==> config.mk <==
export PLATFORM = sky130hd
export DESIGN_NAME = bit_frame_tx_flat
export DESIGN_NICKNAME = d
export VERILOG_FILES = /design/src/rtl/bit_frame_tx_pkg.sv /design/src/rtl/bit_frame_tx_if.sv /design/src/rtl/bit_frame_tx_bit_timer.sv /design/src/rtl/bit_frame_tx.sv /design/src/flat_wrapper.sv
export SDC_FILE = /design/constraint.sdc
export NUM_CORES = 1
export LEC_CHECK = 0
export CAP_MARGIN = 20
export CORE_AREA = 2 2 53 59
export DETAILED_ROUTE_END_ITERATION = 8
export DIE_AREA = 0 0 55 61
export PLACE_DENSITY = 0.73
export SLEW_MARGIN = 20
export SYNTH_ARGS = -nofsm -noshare
export SYNTH_HDL_FRONTEND = slang
export SYNTH_HIERARCHICAL = 1
export SYNTH_SLANG_ARGS = --single-unit
==> constraint.sdc <==
create_clock -name clk -period 3.5 [get_ports clk]
set_input_delay 1.05 -clock clk [delete_from_list [all_inputs] [get_ports clk]]
set_output_delay 1.05 -clock clk [all_outputs]
set_load 0.05 [all_outputs]
==> src/rtl/bit_frame_tx_pkg.sv <==
// Shared types and constants for the serial frame transmitter.
// BIT_FRAME_TX_PARITY_EN adds an even-parity bit, making frames 11 bits long.
package bit_frame_pkg;

  typedef enum logic [2:0] {
    IDLE   = 3'd0,
    START  = 3'd1,
    DATA   = 3'd2,
    PARITY = 3'd3,
    STOP   = 3'd4
  } tx_state_t;

  localparam int DATA_BITS = 8;

`ifdef BIT_FRAME_TX_PARITY_EN
  localparam int FRAME_BITS = 11;
`else
  localparam int FRAME_BITS = 10;
`endif

endpackage

==> src/rtl/bit_frame_tx_if.sv <==
// Request/line bundle between a word source and bit_frame_tx.
// Handshake: a word is taken on the rising edge where start=1 and ready=1; start
// while ready=0 is dropped, and done pulses for the last cycle of the stop bit.
interface bit_frame_tx_if;
  import bit_frame_pkg::*;

  logic [DATA_BITS-1:0] data;
  logic                 start;
  logic                 tx;
  logic                 ready;
  logic                 busy;
  logic                 done;
  tx_state_t            dbg_state;

  modport master (
    output data, start,
    input  tx, ready, busy, done, dbg_state
  );

  modport slave (
    input  data, start,
    output tx, ready, busy, done, dbg_state
  );

endinterface

==> src/rtl/bit_frame_tx_bit_timer.sv <==
// Bit-period timer: counts 0..DIV-1 and pulses tick in the wrap cycle.
// clr holds the count at zero so a new frame starts on a clean period.
module bit_timer #(
  parameter int DIV = 5208
) (
  input  logic clk,
  input  logic rst_n,
  input  logic clr,
  output logic tick
);

  localparam int CW = $clog2(DIV);

  logic [CW-1:0] cnt_q;
  logic          at_top;

  assign at_top = (cnt_q == CW'(DIV - 1));
  assign tick   = at_top && !clr;

  always_ff @(posedge clk) begin
    if (!rst_n || clr) begin
      cnt_q <= '0;
    end else if (at_top) begin
      cnt_q <= '0;
    end else begin
      cnt_q <= cnt_q + 1'b1;
    end
  end

endmodule

==> src/rtl/bit_frame_tx.sv <==
// Parallel-in serial-out async frame transmitter: start, 8 data, [parity], stop.
// Optional parity bit is enabled with the BIT_FRAME_TX_PARITY_EN macro.
module bit_frame_tx
  import bit_frame_pkg::*;
#(
  parameter int DIV       = 5208,
  parameter int MSB_FIRST = 0
) (
  input  logic             clk,
  input  logic             rst_n,
  bit_frame_tx_if.slave    bus
);

  tx_state_t            state_q, state_d;
  logic [DATA_BITS-1:0] sr_q, sr_d;
  logic [2:0]           idx_q, idx_d;
  logic                 tick;
  logic                 tx_c;
`ifdef BIT_FRAME_TX_PARITY_EN
  logic                 par_q, par_d;
`endif

  // Timer is held cleared while idle, so the START bit gets a full period.
  bit_timer #(.DIV(DIV)) u_timer (
    .clk   (clk),
    .rst_n (rst_n),
    .clr   (state_q == IDLE),
    .tick  (tick)
  );

  always_ff @(posedge clk) begin
    if (!rst_n) begin
      state_q <= IDLE;
      sr_q    <= '0;
      idx_q   <= '0;
`ifdef BIT_FRAME_TX_PARITY_EN
      par_q   <= 1'b0;
`endif
    end else begin
      state_q <= state_d;
      sr_q    <= sr_d;
      idx_q   <= idx_d;
`ifdef BIT_FRAME_TX_PARITY_EN
      par_q   <= par_d;
`endif
    end
  end

  always_comb begin
    state_d = state_q;
    sr_d    = sr_q;
    idx_d   = idx_q;
`ifdef BIT_FRAME_TX_PARITY_EN
    par_d   = par_q;
`endif
    case (state_q)
      IDLE: begin
        if (bus.start) begin
          sr_d    = bus.data;
          idx_d   = '0;
          state_d = START;
`ifdef BIT_FRAME_TX_PARITY_EN
          par_d   = ^bus.data;
`endif
        end
      end
      START: begin
        if (tick) state_d = DATA;
      end
      DATA: begin
        if (tick) begin
          sr_d  = (MSB_FIRST != 0) ? (sr_q << 1) : (sr_q >> 1);
          idx_d = idx_q + 3'd1;
          if (idx_q == 3'(DATA_BITS - 1)) begin
`ifdef BIT_FRAME_TX_PARITY_EN
            state_d = PARITY;
`else
            state_d = STOP;
`endif
          end
        end
      end
`ifdef BIT_FRAME_TX_PARITY_EN
      PARITY: begin
        if (tick) state_d = STOP;
      end
`endif
      STOP: begin
        if (tick) state_d = IDLE;
      end
      default: state_d = IDLE;
    endcase
  end

  always_comb begin
    tx_c = 1'b1;
    case (state_q)
      START:  tx_c = 1'b0;
      DATA:   tx_c = (MSB_FIRST != 0) ? sr_q[DATA_BITS-1] : sr_q[0];
`ifdef BIT_FRAME_TX_PARITY_EN
      PARITY: tx_c = par_q;
`endif
      default: tx_c = 1'b1;
    endcase
  end

  assign bus.tx        = tx_c;
  assign bus.ready     = (state_q == IDLE);
  assign bus.busy      = (state_q != IDLE);
  assign bus.done      = (state_q == STOP) && tick;
  assign bus.dbg_state = state_q;

endmodule
==> src/flat_wrapper.sv <==
// flat-port wrapper written by rule: the top's interface ports become plain ports
module bit_frame_tx_flat import bit_frame_pkg::*;
#(
  parameter int DIV       = 5208,
  parameter int MSB_FIRST = 0
)
  (clk, rst_n, bus_data, bus_start, bus_tx, bus_ready, bus_busy, bus_done, bus_dbg_state);
  bit_frame_tx_if bus_i ();
  input  logic clk;
  input  logic rst_n;
  input wire logic [$bits(bus_i.data)-1:0] bus_data;
  input wire logic [$bits(bus_i.start)-1:0] bus_start;
  output wire logic [$bits(bus_i.tx)-1:0] bus_tx;
  output wire logic [$bits(bus_i.ready)-1:0] bus_ready;
  output wire logic [$bits(bus_i.busy)-1:0] bus_busy;
  output wire logic [$bits(bus_i.done)-1:0] bus_done;
  output wire logic [$bits(bus_i.dbg_state)-1:0] bus_dbg_state;
  assign bus_i.data = bus_data;
  assign bus_i.start = bus_start;
  assign bus_tx = bus_i.tx;
  assign bus_ready = bus_i.ready;
  assign bus_busy = bus_i.busy;
  assign bus_done = bus_i.done;
  assign bus_dbg_state = bus_i.dbg_state;
  bit_frame_tx #(.DIV(DIV), .MSB_FIRST(MSB_FIRST)) u_core (.clk(clk), .rst_n(rst_n), .bus(bus_i));
endmodule
### Word level (Yosys, flattened, before mapping)

Index checks and enable logic that the tools add are counted.
W data, S select, Z words.

| word-level totals | value |
|---|---|
| input bits | 11 |
| word-level logic and storage cells | 40 |
| bits in registers | 27 |
| output and inout bits | 7 |

| operators by class | value |
|---|---|
| add/sub/neg operators | 2 |
| multiplexer cells | 13 |
| equality and inequality tests | 10 |
| reduce and logical (&&, ||, !) cells | 11 |

Operators with widths:

| cell | number |
|---|---|
| $mux W3 | 7 |
| $mux W8 | 2 |
| $pmux W8 S2 | 1 |
| $add A13 B1 Y13 const B | 1 |
| $eq A13 B13 Y1 const B | 1 |
| $pmux W3 S4 | 1 |
| $ne A2 B1 Y1 const B | 4 |
| $eq A3 B3 Y1 const B | 2 |
| $pmux W3 S2 | 1 |
| $reduce_and A5 Y1 | 1 |
| $add A3 B1 Y3 const B | 1 |
| $eq A3 B1 Y1 const B | 1 |
| $eq A3 B2 Y1 const B | 1 |
| $logic_not A3 Y1 | 1 |
| $reduce_and A3 Y1 | 1 |
| $reduce_bool A3 Y1 | 1 |
| $logic_and A1 B1 Y1 | 2 |
| $logic_not A1 Y1 | 2 |
| $ne A2 B2 Y1 const B | 1 |
| $pmux W1 S2 | 1 |
| $reduce_bool A2 Y1 | 1 |
| $reduce_or A2 Y1 | 1 |
| $logic_or A1 B1 Y1 | 1 |

### Longest topological paths before layout

| depth | value |
|---|---|
| word-level depth | 5 |
| depth in mapped cells | 9 |
| mapped depth without buffers | 7 |

### Modules after synthesis

The synthesis kept the hierarchy.

Modules (own cells, without submodules):

| module | area each (um^2) | times used | seq. area each (um^2) | cells an instance |
|---|---|---|---|---|
| bit_frame_tx | 760.7 | 1 | 280.3 | 83 |
| bit_timer | 665.6 | 1 | 260.2 | 73 |

### Least setup slack after synthesis

OpenSTA, ideal clock, no wires.

| path | value |
|---|---|
| path type | register -> output |
| start | register u_core.state_q[1], in the netlist u_core/bus.dbg_state[1] |
| end | output bus_done |
| path buffers | 2 |
| required time | 2.450 ns |
| path slack | -0.904 ns |
| data arrival time | 3.354 ns |
| cell stages (with the launch flop) | 8 |
| cells stage by stage | dfxtp_1 > buf_4 > buf_2 > or3_1 > inv_1 > nor3_2 > nand2_1 > nor3_1 |

| between the ends | value |
|---|---|
| word-level cells in the longest chain between the ends | 4 |
| elaborated cells between the ends (all ways) | 5 |
| classes of those cells | eq/ne: 1; reduce/logical: 4 |

RTL lines:

| element | RTL line | text |
|---|---|---|
| start, declared | bit_frame_tx.sv:14 | `tx_state_t state_q, state_d;` |
| start signal, assigned | bit_frame_tx.sv:40 | `state_q <= state_d;` |
| $logic_not A3 Y1 | -- |  |
| named net bus_ready | flat_wrapper.sv:14 | `output wire logic [$bits(bus_i.ready)-1:0] bus_ready;` |
| $logic_not A1 Y1 | bit_frame_tx_bit_timer.sv:18 | `assign tick = at_top && !clr;` |
| $logic_and A1 B1 Y1 | bit_frame_tx_bit_timer.sv:18 |  |
| named net u_core.tick | bit_frame_tx.sv:17 | `logic tick;` |
| $logic_and A1 B1 Y1 | bit_frame_tx.sv:110 | `assign bus.done = (state_q == STOP) && tick;` |
| end, declared | flat_wrapper.sv:16 | `output wire logic [$bits(bus_i.done)-1:0] bus_done;` |

The timed path passes the listed nets, and every way through them passes these cells.

### Worst setup path in the final report

| path | value |
|---|---|
| start | register u_core.u_timer.cnt_q[7] |
| end | output bus_done |

| between the ends | value |
|---|---|
| word-level cells in the longest chain between the ends | 3 |

RTL lines:

| element | RTL line | text |
|---|---|---|
| start, declared | bit_frame_tx_bit_timer.sv:14 | `logic [CW-1:0] cnt_q;` |
| start signal, assigned | bit_frame_tx_bit_timer.sv:26 | `cnt_q <= cnt_q + 1'b1;` |
| $eq A13 B13 Y1 | bit_frame_tx_bit_timer.sv:17 | `assign at_top = (cnt_q == CW'(DIV - 1));` |
| $logic_and A1 B1 Y1 | bit_frame_tx_bit_timer.sv:18 |  |
| named net u_core.tick | bit_frame_tx.sv:17 |  |
| $logic_and A1 B1 Y1 | bit_frame_tx.sv:110 |  |

The timed path passes the listed nets, and every way through them passes these cells.

==> flow_summary.json <==
{
  "grt_max_degree": 17,
  "holdPathEnd": "u_core/sr_q[1]",
  "dr_wl_met2_mm": 1.58,
  "gp_congestion": 0.892,
  "avgSynthCellArea_sq_um": 9.14,
  "status": "finished clean",
  "grtUsageTotal": 0.185,
  "grt_first_pass_wirelength_mm": 4.60,
  "final_common_cell": "nand2_1",
  "cts-root-buf": "clkbuf_4",
  "num-fill-cells": 241,
  "hold_class": "reg -> reg",
  "start_kind": "flip-flop",
  "diodes": 0,
  "cts_max_level": 1,
  "rr_endpoint": "u_core/sr_q[5]",
  "area_growth_pct": 19.0,
  "coreArea_sq_um": 2750,
  "reg2reg_depth": 8,
  "cts_hold_buf": 0,
  "cts_tree": "yes",
  "synth_flop_cell": "dfxtp_1",
  "worstHoldStart": "u_core/sr_q[1]",
  "worst_pin_slew_ns": 0.995,
  "min_period_ns": 3.38,
  "drv_cap": 0,
  "setup_tns_ns": 0,
  "fin_ws_ns": 0.116,
  "final_cell_mix": "nand2_1, dfxtp_1, clkdlybuf4s50_1",
  "drive_gt1_frac": 0.174,
  "dieArea_sq_um": 3360,
  "overflow": 0,
  "ys_seq_area_frac": 0.379,
  "setup_viol_count_final": 0,
  "stdcell_count": 205,
  "met3_length_microns": 102,
  "avgRoutedWirePerCell_microns": 14.0,
  "cts_sinks": 27,
  "synth.net_count": 170,
  "wl_mm": 2.87,
  "leakagePower_nw": 0.598,
  "min_path_cells": 2,
  "vias": 1202,
  "pin_count": 18,
  "synth_edf_count": 0,
  "top_layer": "met4",
  "ant_nets": 0,
  "cp.arrival_ns": 2.33,
  "start_util": 0.518,
  "path_clk_slew_ns": 0.14,
  "skew_ns": 0.00490,
  "portBuffers": 17,
  "power_uw": 520,
  "viasPerCell": 5.86,
  "ys_top_cells_by_area": "dfxtp_1, mux2i_1, nand2_1",
  "cp-startpoint": "u_core/u_timer/cnt_q[7]",
  "cp_max_fo": 3,
  "layout.nets": 187,
  "fin_crit_sh": 0.967,
  "max-vdd-ir-drop_mv": 0.232,
  "die_x_microns": 55,
  "syn_inst": 156,
  "p_sw_frac": 0.252,
  "crit_required_ns": 2.45,
  "p_per_area_nw_per_um2": 306,
  "synth_top_cell_area_share": 0.379,
  "place_inst": 199,
  "synth_area_leader_cell": "dfxtp_1",
  "slew_headroom": 0.335,
  "ys_seq_elements": 27,
  "async_reset_ff_frac": 0,
  "placementRows": 20,
  "drv_slew": 0,
  "p_clk_frac": 0.262,
  "place_ws_ns": 0.338,
  "critical_path_class": "reg -> out",
  "grt_pass1_vias": 1118,
  "seq_power_share": 0.617,
  "grt_antenna_before_repair": 0,
  "drt_iter0_drc": 31,
  "cts_buffers": 3,
  "fmax_ghz": 0.296,
  "synthesis.area_sq_um": 1430,
  "insertion_delay_ns": 0.32,
  "internal_power_uw": 389,
  "ys_types": 44,
  "drcViolationCount": 0,
  "wl_met1_mm": 1.17,
  "r2r_slack_ns": 0.93,
  "finalCoreUtilization": 0.617,
  "p_sw_uw": 131,
  "r2r_start": "u_core/u_timer/cnt_q[7]",
  "hold_violations": 0,
  "hpwl_mm": 2.04,
  "die_h_microns": 61,
  "firstDrtPassIters": 4,
  "end_kind": "output pin",
  "yosysWarningCount": 6,
  "cts_buffer_depth": 2,
  "p_comb_frac": 0.121
}
cell families after synthesis:
kind of cell / after synthesis / synth area share
flops: 27 / 0.379
compound gates: 20 / 0.0947
xor+xnor: 3 / 0.0184
mux: 20 / 0.146
simple gates: 70 / 0.289
buf+inv: 13 / 0.0456
fa+ha+maj: 3 / 0.0263
worst max path at each step:
stage,to,slack (ns),cells after the start
global placement,bus_done,0.39,6
finish,bus_done,0.12,6
floorplan,bus_done,0.05,6
global route,bus_done,-0.01,7
CTS,bus_done,0.03,6
detailed placement,bus_done,0.34,6
metrics by stage:
step | hold slack, ns | area, sq um
after floorplan | 0.435 | 1440
after global placement | 0.442 | 1630
after detailed placement | 0.453 | 1630
after CTS | 0.472 | 1660
after global routing | 0.494 | 1700
final | 0.467 | 1700
final cells by class:
cell class                      count  area, sq um  area share
Clock buffer                        3         22.5      0.0133
Tap cell                           33         41.3      0.0243
Clock inverter                      1         7.51     0.00442
Inverter                            4         15.0     0.00884
Timing Repair Buffer               21          210       0.124
Multi-Input combinational cell    116          853       0.503
Sequential cell                    27          548       0.323
synth_stat cells, types with 2 or more instances:
master,number
nand2_1,25
or4_1,2
a31oi_1,4
a211oi_1,6
xnor2_1,2
o21ai_0,4
inv_1,4
dfxtp_1,27
nand2b_1,2
or4b_1,3
nor3_1,8
nand3_1,5
mux2_2,7
ha_1,3
or3_1,4
mux2i_1,13
nor3b_1,2
nor2_1,2
clkbuf_1,2
buf_2,4
o31ai_1,2
nor4_1,3
per-layer routing:
metal / vias to the layer above / GRT usage
met2: 20 / 0.357
met3: 2 / 0.0222
met1: 569 / 0.206
met4: 0 / 0.0523
li1: 611 / -
met5: - / 0
registers in the layout, summed over array words and instances (netlist names):
signal	count
u_core/bus.dbg_state	3
u_core/u_timer/cnt_q	13
u_core/sr_q	8
u_core/idx_q	3
power groups by stage:
stage,Clock (mW),Sequential [mW],Combinational [mW]
global placement,0,0.328,0.0612
detailed placement,0,0.328,0.0630
floorplan,0,0.328,0.0415
finish,0.136,0.321,0.0627
global route,0.151,0.322,0.0683
CTS,0.144,0.322,0.0632
worst max-delay path, cell delays in order (launching register included):
cell and delay (ns):
dfxtp_4 0.38, or4b_4 0.52, or4b_4 0.50, nor3_4 0.14, nand2_2 0.09, nor3_4 0.22, buf_12 0.16
what timing repair did:
action                     in CTS  in global routing
pin swaps                       1                  3
setup buffers                   0                  2
gates resized for setup         2                  6
setup endpoints to repair       1                  1
(Power assumes the default switching activity.)
